--- config.mk ---
export PLATFORM = sky130hd
export DESIGN_NAME = stoch_signed_decoder
export DESIGN_NICKNAME = d
export VERILOG_FILES = /design/src/rtl/stoch_signed_decoder.sv
export SDC_FILE = /design/constraint.sdc
export NUM_CORES = 1
export LEC_CHECK = 0
export BUFFER_PORTS_ARGS = -buffer_cell sky130_fd_sc_hd__buf_4
export CAP_MARGIN = 0
export CORE_MARGIN = 5
export CORE_UTILIZATION = 38
export CTS_CLUSTER_DIAMETER = 30
export CTS_CLUSTER_SIZE = 28
export DETAILED_ROUTE_END_ITERATION = 16
export PLACE_DENSITY = 0.55
export SYNTH_ARGS = -nofsm -noshare
export SYNTH_HDL_FRONTEND = slang
export SYNTH_SLANG_ARGS = --single-unit
--- constraint.sdc ---
create_clock -name CLK -period 30.4 [get_ports CLK]
set_clock_uncertainty 0.2 [all_clocks]
set_input_delay 4.56 -clock CLK [delete_from_list [all_inputs] [get_ports CLK]]
set_output_delay 4.56 -clock CLK [all_outputs]
set_load 0.02 [all_outputs]
--- src/rtl/stoch_signed_decoder.sv ---
// stoch_signed_decoder
// Turns NUM_CH split-unipolar signed bitstream pairs (p, m) into signed
// binary counts. Each channel adds p - m over a window of 2^WINDOW_LOG2
// valid samples. Each result is held in a one-deep output register with a
// valid/ready handshake. Note: nRST is an active-high asynchronous reset,
// despite its name.
module stoch_signed_decoder #(
  parameter int NUM_CH      = 16,
  parameter int WINDOW_LOG2 = 8,
  parameter bit CONTINUOUS  = 1'b0
) (
  input  logic                                CLK,
  input  logic                                nRST,
  input  logic                                start,
  input  logic                                en,
  input  logic [NUM_CH-1:0]                   x_p,
  input  logic [NUM_CH-1:0]                   x_m,
  output logic [NUM_CH*(WINDOW_LOG2+2)-1:0]   y,
  output logic                                y_valid,
  input  logic                                y_ready,
  output logic                                busy,
  output logic                                overrun
);

  // A full window of +1 (or -1) samples reaches +/-2^WINDOW_LOG2, so two
  // extra bits are needed: one for the top value and one for the sign.
  localparam int OUT_W = WINDOW_LOG2 + 2;

  localparam logic [0:0] ST_IDLE  = 1'b0;
  localparam logic [0:0] ST_ACCUM = 1'b1;

  logic [0:0]                   state_q,   state_d;
  logic [WINDOW_LOG2-1:0]       cnt_q,     cnt_d;
  logic [NUM_CH-1:0][OUT_W-1:0] acc_q,     acc_d;
  logic [NUM_CH-1:0][OUT_W-1:0] acc_next;
  logic [NUM_CH*OUT_W-1:0]      y_q,       y_d;
  logic                         y_valid_q, y_valid_d;
  logic                         busy_q,    busy_d;
  logic                         overrun_q, overrun_d;
  logic                         load;

  // Signed contribution of one (p, m) sample: +1, -1 or 0 (p=m cancels).
  function automatic logic [OUT_W-1:0] sample_delta(input logic p, input logic m);
    logic [OUT_W-1:0] d;
    case ({p, m})
      2'b10:   d = {{(OUT_W-1){1'b0}}, 1'b1};
      2'b01:   d = {OUT_W{1'b1}};
      default: d = {OUT_W{1'b0}};
    endcase
    return d;
  endfunction

  // Compute each channel's accumulator value including this cycle's sample.
  always_comb begin
    acc_next = acc_q;
    for (int i = 0; i < NUM_CH; i++) begin
      acc_next[i] = acc_q[i] + sample_delta(x_p[i], x_m[i]);
    end
  end

  // Next-state logic for the FSM, the window counter, the accumulators and
  // the output handshake.
  always_comb begin
    state_d   = state_q;
    cnt_d     = cnt_q;
    acc_d     = acc_q;
    y_d       = y_q;
    y_valid_d = y_valid_q;
    overrun_d = 1'b0;
    load      = 1'b0;

    case (state_q)
      ST_IDLE: begin
        if (start) begin
          // Any sample present on the start cycle is deliberately dropped.
          state_d = ST_ACCUM;
          cnt_d   = {WINDOW_LOG2{1'b0}};
          acc_d   = {(NUM_CH*OUT_W){1'b0}};
        end else begin
          state_d = ST_IDLE;
        end
      end
      ST_ACCUM: begin
        if (en) begin
          if (&cnt_q) begin
            // Last sample of the window: publish it and clear for the next window.
            load    = 1'b1;
            y_d     = acc_next;
            acc_d   = {(NUM_CH*OUT_W){1'b0}};
            cnt_d   = {WINDOW_LOG2{1'b0}};
            state_d = CONTINUOUS ? ST_ACCUM : ST_IDLE;
          end else begin
            acc_d = acc_next;
            cnt_d = cnt_q + {{(WINDOW_LOG2-1){1'b0}}, 1'b1};
          end
        end else begin
          // Gap cycle: nothing advances.
          state_d = ST_ACCUM;
        end
      end
      default: begin
        state_d = ST_IDLE;
      end
    endcase

    // A new load always wins. It flags an overrun only when the previous
    // result is being dropped without ever having been transferred.
    if (load) begin
      y_valid_d = 1'b1;
      overrun_d = y_valid_q & ~y_ready;
    end else if (y_valid_q && y_ready) begin
      y_valid_d = 1'b0;
    end else begin
      y_valid_d = y_valid_q;
    end

    busy_d = (state_d == ST_ACCUM);
  end

  // State registers. An asynchronous reset discards any partial window.
  always_ff @(posedge CLK or posedge nRST) begin
    if (nRST) begin
      state_q   <= ST_IDLE;
      cnt_q     <= {WINDOW_LOG2{1'b0}};
      acc_q     <= {(NUM_CH*OUT_W){1'b0}};
      y_q       <= {(NUM_CH*OUT_W){1'b0}};
      y_valid_q <= 1'b0;
      busy_q    <= 1'b0;
      overrun_q <= 1'b0;
    end else begin
      state_q   <= state_d;
      cnt_q     <= cnt_d;
      acc_q     <= acc_d;
      y_q       <= y_d;
      y_valid_q <= y_valid_d;
      busy_q    <= busy_d;
      overrun_q <= overrun_d;
    end
  end

  assign y       = y_q;
  assign y_valid = y_valid_q;
  assign busy    = busy_q;
  assign overrun = overrun_q;

endmodule

==> run metrics, run 1 <==
status finished clean; worst-margin pin slew 0.973 ns; Compound-Gate Fraction of Synth Area 22.3%; largest net degree at the start of global routing 187; min Tclk post-route 7.21 ns; drt wl/cell 16.4 microns; simple-gate portion of the synthesized area 19.4%; DP HPWL 34.9 mm; Main synth FF type dfrtp_1; core area 55000 sq um; initial drt markers 1076; vias in the first global route 17.9k; IO buf count 199; Routed Wire Length 56.4 mm; final instance area 26200 sq um; Bufs on Longest Clock Path 3; CP peak stage delay 0.72 ns; CTS tree built; cells on worst reg2reg path 9; EDFF count, synth 0; htree depth 3; XOR/XNOR Fraction of Synth Area 8.58%; Hold Buf Count CTS 0; Worst Min Path Start y[41]; largest family of logic cells by synthesized area compound AO/OA/AOI/OAI gates; Initial Util 38.3%; Fin. Hold Viols 0; CP Launch Type input port; Netlist cell types 87; Max Cap Viol 0; top cells by area, synth dfrtp_1, nand2_1, o21ai_0, xnor2_1, ha_1; ant diodes 0; crit path from x_p[0]; GP Congestion 0.846; antenna violations before repair 0; final net count 2720; mapped cell area 21100 sq um; Clock transition at path regs 0.04 ns; Hold Path End y[41]; Final period util 23.7%; remaining antenna violation count after routing 0; total negative slack 0 ns; All-Layer GR Usage 18.2%; Adder-Cell Fraction of Synth Area 3.98%; Area growth, synth to finish 24.5%; register bit total from synthesis 331; Worst setup EP type flop; share of cells above drive strength 1 15.8%; Clk Latency, worst-skew pair 0.61 ns; post-synthesis mux area share 0.795%; unrepaired setup endpoints after global routing false; final setup violation count 0; Rows 86; DR DRC count 0; Slew headroom 35.1%; I/O Pins 200; syn avg cell area 8.36 sq um; setup bufs post-CTS 0; first-pass GRT wire length 92.6 mm; Peak supply drop 0.0490 mV; top-area cell type share of the netlist area 39.3%; FF-to-FF End acc_q[144]; clk sinks 331; Buf/Inv on CP 2; Post-synth ARST share 100%; DIE AREA 60300 sq um; Root Buffer clkbuf_16; Hold Path Class reg2reg; Leak 11.8 nW; Crit path max-delay family simple AND/OR/NAND/NOR gates; largest area contributor in the netlist dfrtp_1; r2r setup slk 26.87 ns; arrival time at the worst endpoint 7.52 ns; DIE HEIGHT 246 microns; slowest CP cell ha_1; Worst Path Required 30.71 ns; Max FO, Critical Path 25; Synth Instances 2521; Hold Path Depth 2; post-CTS sizing 0; vias per cell 5.35; crit path kind in2reg; pwr dens 89.8 nW/um^2; syn_nets 2625; total power draw 2.36 mW; gr ovfl total 0; f_max 139 MHz; drt first pass iters 5; die width 246 microns; Syn. warnings 0; Slew Viols, Final 0; Seq/Total Area, Yosys 39.3%; DR vias 18.4k; Inserted Clock Buffers 95; area post-placement 22800 sq um; FF-to-FF Start cnt_q[0]; crit-path cells buf_4, inv_1, ha_1, xor2_1, ha_1, or3_1, a21oi_1, nor3_1, a221oi_1, a311o_1, or3_1, o21ai_0
==> layout make-up <==
| class | instances | area [sq um] |
|---|---|---|
| Multi-Input combinational cell | 1895 | 11700 |
| Clock buffer | 119 | 2680 |
| Fill cell | 5209 | 28700 |
| Timing Repair Buffer | 208 | 1590 |
| Inverter | 85 | 327 |
| Clock inverter | 59 | 772 |
| Tap cell | 748 | 936 |
| Sequential cell | 331 | 8280 |
==> cell families (layout without fill, tap and decap cells) <==
group           after synthesis  count (layout)
fa+ha+maj                    67              67
flops                       331             331
mux                          16              16
buf+inv                     295             471
xor+xnor                    205             205
compound gates              745             745
simple gates                862             862
==> per-layer routing <==
metal | wire [microns] | vias up | global-route usage [%]
met3 | 2560 | 90 | 3.48
met4 | 1220 | 0 | 6.06
met1 | 26400 | 8879 | 24.5
met2 | 26200 | 378 | 29.6
met5 | 0 | - | 0
li1 | - | 9069 | -
==> registers in the layout, indices dropped and copies added (netlist names) <==
| name | count |
|---|---|
| busy | 1 |
| y | 160 |
| acc_q | 160 |
| overrun | 1 |
| y_valid | 1 |
| cnt_q | 8 |
==> power by group <==
part           total (mW)  internal, mW  switching (mW)
Combinational       0.580         0.274           0.305
Clock                1.05         0.747           0.300
Sequential          0.730         0.534           0.195
==> layout by cell type, fill, tap and decap left out, drive strengths merged, types with 15 or more instances in the layout <==
master  instances
a21boi         21
a21o           21
a21oi         151
a22o           42
a31oi          27
buf           208
bufinv         15
clkbuf        119
clkinv         29
dfrtp         331
ha             67
inv            86
nand2         397
nand2b         27
nand3          40
nand3b         16
nor2          150
nor3           41
nor4           15
o211ai         16
o21ai         286
o22ai          16
o31ai          25
or3            68
xnor2         131
xor2           73
==> worst max path at each step <==
stage,slack [ns],to,cells past startpoint
after floorplan,16.47,acc_q[0],1
after global placement,22.75,y[138],12
after detailed placement,22.63,acc_q[8],12
after CTS,23.27,acc_q[8],12
after global routing,22.98,acc_q[8],12
final,23.19,acc_q[8],12
==> synth_stat cells, types with 7 or more instances <==
cell type	count
a31oi_1	27
nand4_1	8
dfrtp_1	331
mux2i_1	10
o211a_1	8
o21a_1	13
a311o_1	7
and2_1	13
a21oi_1	151
and3b_1	10
a22oi_1	9
buf_1	9
nand2_1	397
clkbuf_1	172
nand3b_1	16
a21boi_0	20
or3_1	66
a32o_1	8
and4b_1	12
o22ai_1	16
a221oi_1	12
xnor2_1	131
nor4_1	15
nor2b_1	13
a22o_1	42
or2_2	8
nand2b_1	27
nor3_1	41
buf_2	22
o211ai_1	16
a32oi_1	13
ha_1	67
xor2_1	73
o31ai_1	25
o22a_1	11
o21ai_0	283
nor2_1	150
nor3b_1	11
and3_1	8
inv_1	85
a21o_1	21
nand3_1	40
==> worst min-delay path: stages, from the launching register on <==
cell	delay [ns]
dfrtp_1	0.34
nand2_1	0.05
nand2_1	0.05
==> stage by stage <==
stage,std cells,util [%],setup slack [ns],hold WS [ns]
2_1_floorplan,2521,-,16.47,0.273
3_3_place_gp,3267,41.5,22.75,0.261
3_5_place_dp,3267,41.5,22.63,0.265
4_1_cts,3445,47.7,23.27,0.276
5_1_grt,3445,47.7,22.98,0.298
6_report,3445,47.7,23.19,0.275
(Power assumes the default switching activity.)
==> run 2: changes to the inputs <==
Settings changed: PLACE_DENSITY 0.55 to 0.57.
Clock period 30.4 ns to 6.4 ns, I/O delays scaled along.
==> run 2 against run 1 <==
  * Via count grew 0.40%
  * Die area is the same
  * Routed wire length is essentially flat
  * Utilization shrank 0.10 points
  * Non-clock buffer count grew 4
  * Sequential power grew to 4.7 times the previous value
  * Sequential cell count is the same
  * Worst setup slack lost 20 ns
  * Global-route usage grew 0.14 points
  * Critical path type unchanged
  * Largest cell class unchanged
==> run metrics, run 2 (synthesis gave the netlist of run 1 again) <==
status finished clean (unchanged); Clk Latency, worst-skew pair 0.63 ns (was 0.61 ns); htree depth 3 (unchanged); Slew headroom 26.0% (was 35.1%); switching pwr 3.75 mW (was 801 uW); Root Buffer clkbuf_16 (unchanged); final setup violation count 0 (unchanged); Combinational Power Share 24.9% (was 24.6%); crit-path cells buf_4, inv_1, ha_1, xor2_1, ha_1, or3_1, a21oi_1, nor3_1, a221oi_1, a311o_1, or3_1, o21ai_0 (unchanged); Clock transition at path regs 0.05 ns (was 0.04 ns); remaining antenna violation count after routing 0 (unchanged); antenna violations before repair 1 (was 0); clk sinks 331 (unchanged); Crit path max-delay family simple AND/OR/NAND/NOR gates (unchanged); Internal Pwr Total 7.30 mW (was 1.56 mW); CP peak stage delay 0.70 ns (was 0.72 ns); Fin. Hold Viols 0 (unchanged); most frequent cells in the layout nand2_1, dfrtp_1, o21ai_0 (unchanged); slowest CP cell ha_1 (unchanged); DIE HEIGHT 246 microns (unchanged); Area growth, synth to finish 24.2% (was 24.5%); cells on worst reg2reg path 9 (unchanged); FILL cells 5175 (was 5209); Rows 86 (unchanged); Hold Path Class in2async (was reg2reg); post-CTS sizing 0 (unchanged); Hold Buf Count CTS 0 (unchanged); pwr dens 422 nW/um^2 (was 89.8 nW/um^2); FF-to-FF End acc_q[63] (was acc_q[144]); FF-to-FF Start cnt_q[0] (unchanged); crit path kind in2reg (unchanged); DIE AREA 60300 sq um (unchanged); DR vias 18.5k (was 18.4k); first-pass GRT wire length 92.9 mm (was 92.6 mm); I/O Pins 200 (unchanged); GP Congestion 0.851 (was 0.846); r2r setup slk 3.09 ns (was 26.87 ns); Worst setup EP type flop (unchanged); IO buf count 199 (unchanged); initial drt markers 1264 (was 1076); Peak supply drop 0.202 mV (was 0.0490 mV); placed insts 3271 (was 3267); crit path from x_p[0] (unchanged); Clk pwr share 43.8% (was 44.4%); vias in the first global route 17.9k (about the same); drt wl/cell 16.4 microns (about the same); Inserted Clock Buffers 93 (was 95); fin cells 3444 (was 3445); Bufs on Longest Clock Path 3 (unchanged); Max Cap Viol 0 (unchanged); Leak 11.8 nW (about the same); most common cell after layout, fill and taps aside nand2_1 (unchanged); die width 246 microns (unchanged); DP HPWL 35.3 mm (was 34.9 mm); arrival time at the worst endpoint 3.95 ns (was 7.52 ns); CTS tree built (unchanged); DR DRC count 0 (unchanged); min Tclk post-route 3.63 ns; total negative slack 0 ns (unchanged); Routed Wire Length 56.4 mm (about the same); CP Launch Type input port (unchanged); largest net degree at the start of global routing 154 (was 187); Buf/Inv on CP 2 (unchanged); f_max 276 MHz; final net count 2722 (was 2720); gr ovfl total 0 (unchanged); Initial Util 38.3% (unchanged); setup bufs post-CTS 0 (unchanged); core area 55000 sq um (unchanged); vias per cell 5.37 (was 5.35); worst-margin pin slew 1.11 ns (was 0.973 ns); unrepaired setup endpoints after global routing false (unchanged); drt first pass iters 6 (was 5); CP Depth 12 (unchanged); Sw Share 34.0% (about the same); end point of the critical path acc_q[8] (unchanged); All-Layer GR Usage 18.3% (was 18.2%); Slew Viols, Final 0 (unchanged); Worst Path Required 6.73 ns (was 30.71 ns); Flop pwr share 31.3% (was 31.0%); Final period util 56.6%; share of cells above drive strength 1 15.7% (was 15.8%); Max FO, Critical Path 25 (unchanged)
-- run 2: changes by cell type in the layout (fill, tap and decap cells not counted), sizes merged, moves of 2 or more --
cell      delta
clkinvlp    -11
clkbuf       +8
buf          +4
bufinv       -2
clkinv       -2
-- run 2: per-stage QoR --
| stage | worst slack (ns) | hold slack (ns) | total power [mW] | cell area (sq um) | util [%] |
|---|---|---|---|---|---|
| floorplan | 0.819 | 0.273 | 5.61 | 21100 | - |
| global placement | 2.33 | 0.261 | 6.09 | 22800 | 41.5 |
| detailed placement | 2.19 | 0.264 | 6.21 | 22800 | 41.5 |
| CTS | 2.86 | 0.221 | 11.2 | 26200 | 47.6 |
| global route | 2.56 | 0.280 | 11.8 | 26200 | 47.6 |
| finish | 2.77 | 0.247 | 11.1 | 26200 | 47.6 |
-- run 2: worst min path at each step --
stage / endpoint / from / slack [ns] / cells after the start
floorplan: acc_q[0] / acc_q[0] / 0.27 / 1
detailed placement: y[21] / y[21] / 0.26 / 2
global route: acc_q[143] / nRST / 0.28 / 2
finish: y[144] / nRST / 0.25 / 2
CTS: y[125] / nRST / 0.22 / 2
global placement: y[111] / y[111] / 0.26 / 2
-- run 2: final cells by class --
| class | count | area [sq um] | area share [%] |
|---|---|---|---|
| timing repair buffer | 212 | 1640 | 6.27 |
| clock inverter | 45 | 629 | 2.40 |
| sequential | 331 | 8280 | 31.6 |
| antenna | 1 | 2.50 | 0.00955 |
| tap | 748 | 936 | 3.57 |
| clock buffer | 127 | 2720 | 10.4 |
| multi-input combinational | 1895 | 11700 | 44.5 |
| inverter | 85 | 323 | 1.23 |
-- run 2: layer usage --
layer	GRT usage, %	wire (microns)	up-vias	part of all wire (%)
met1	24.6	26000	8868	46
met5	0	0	-	0
met2	29.5	26100	458	46
li1	-	-	9072	-
met4	6.89	1460	0	2.6
met3	3.67	2760	92	4.9
-- run 2: power by group through the flow --
stage	clock network [mW]	logic (mW)	registers, mW
final	4.84	2.75	3.46
after global placement	0	2.67	3.42
after detailed placement	0	2.75	3.46
after CTS	4.95	2.77	3.44
after global routing	5.09	3.11	3.57
after floorplan	0	2.75	2.87
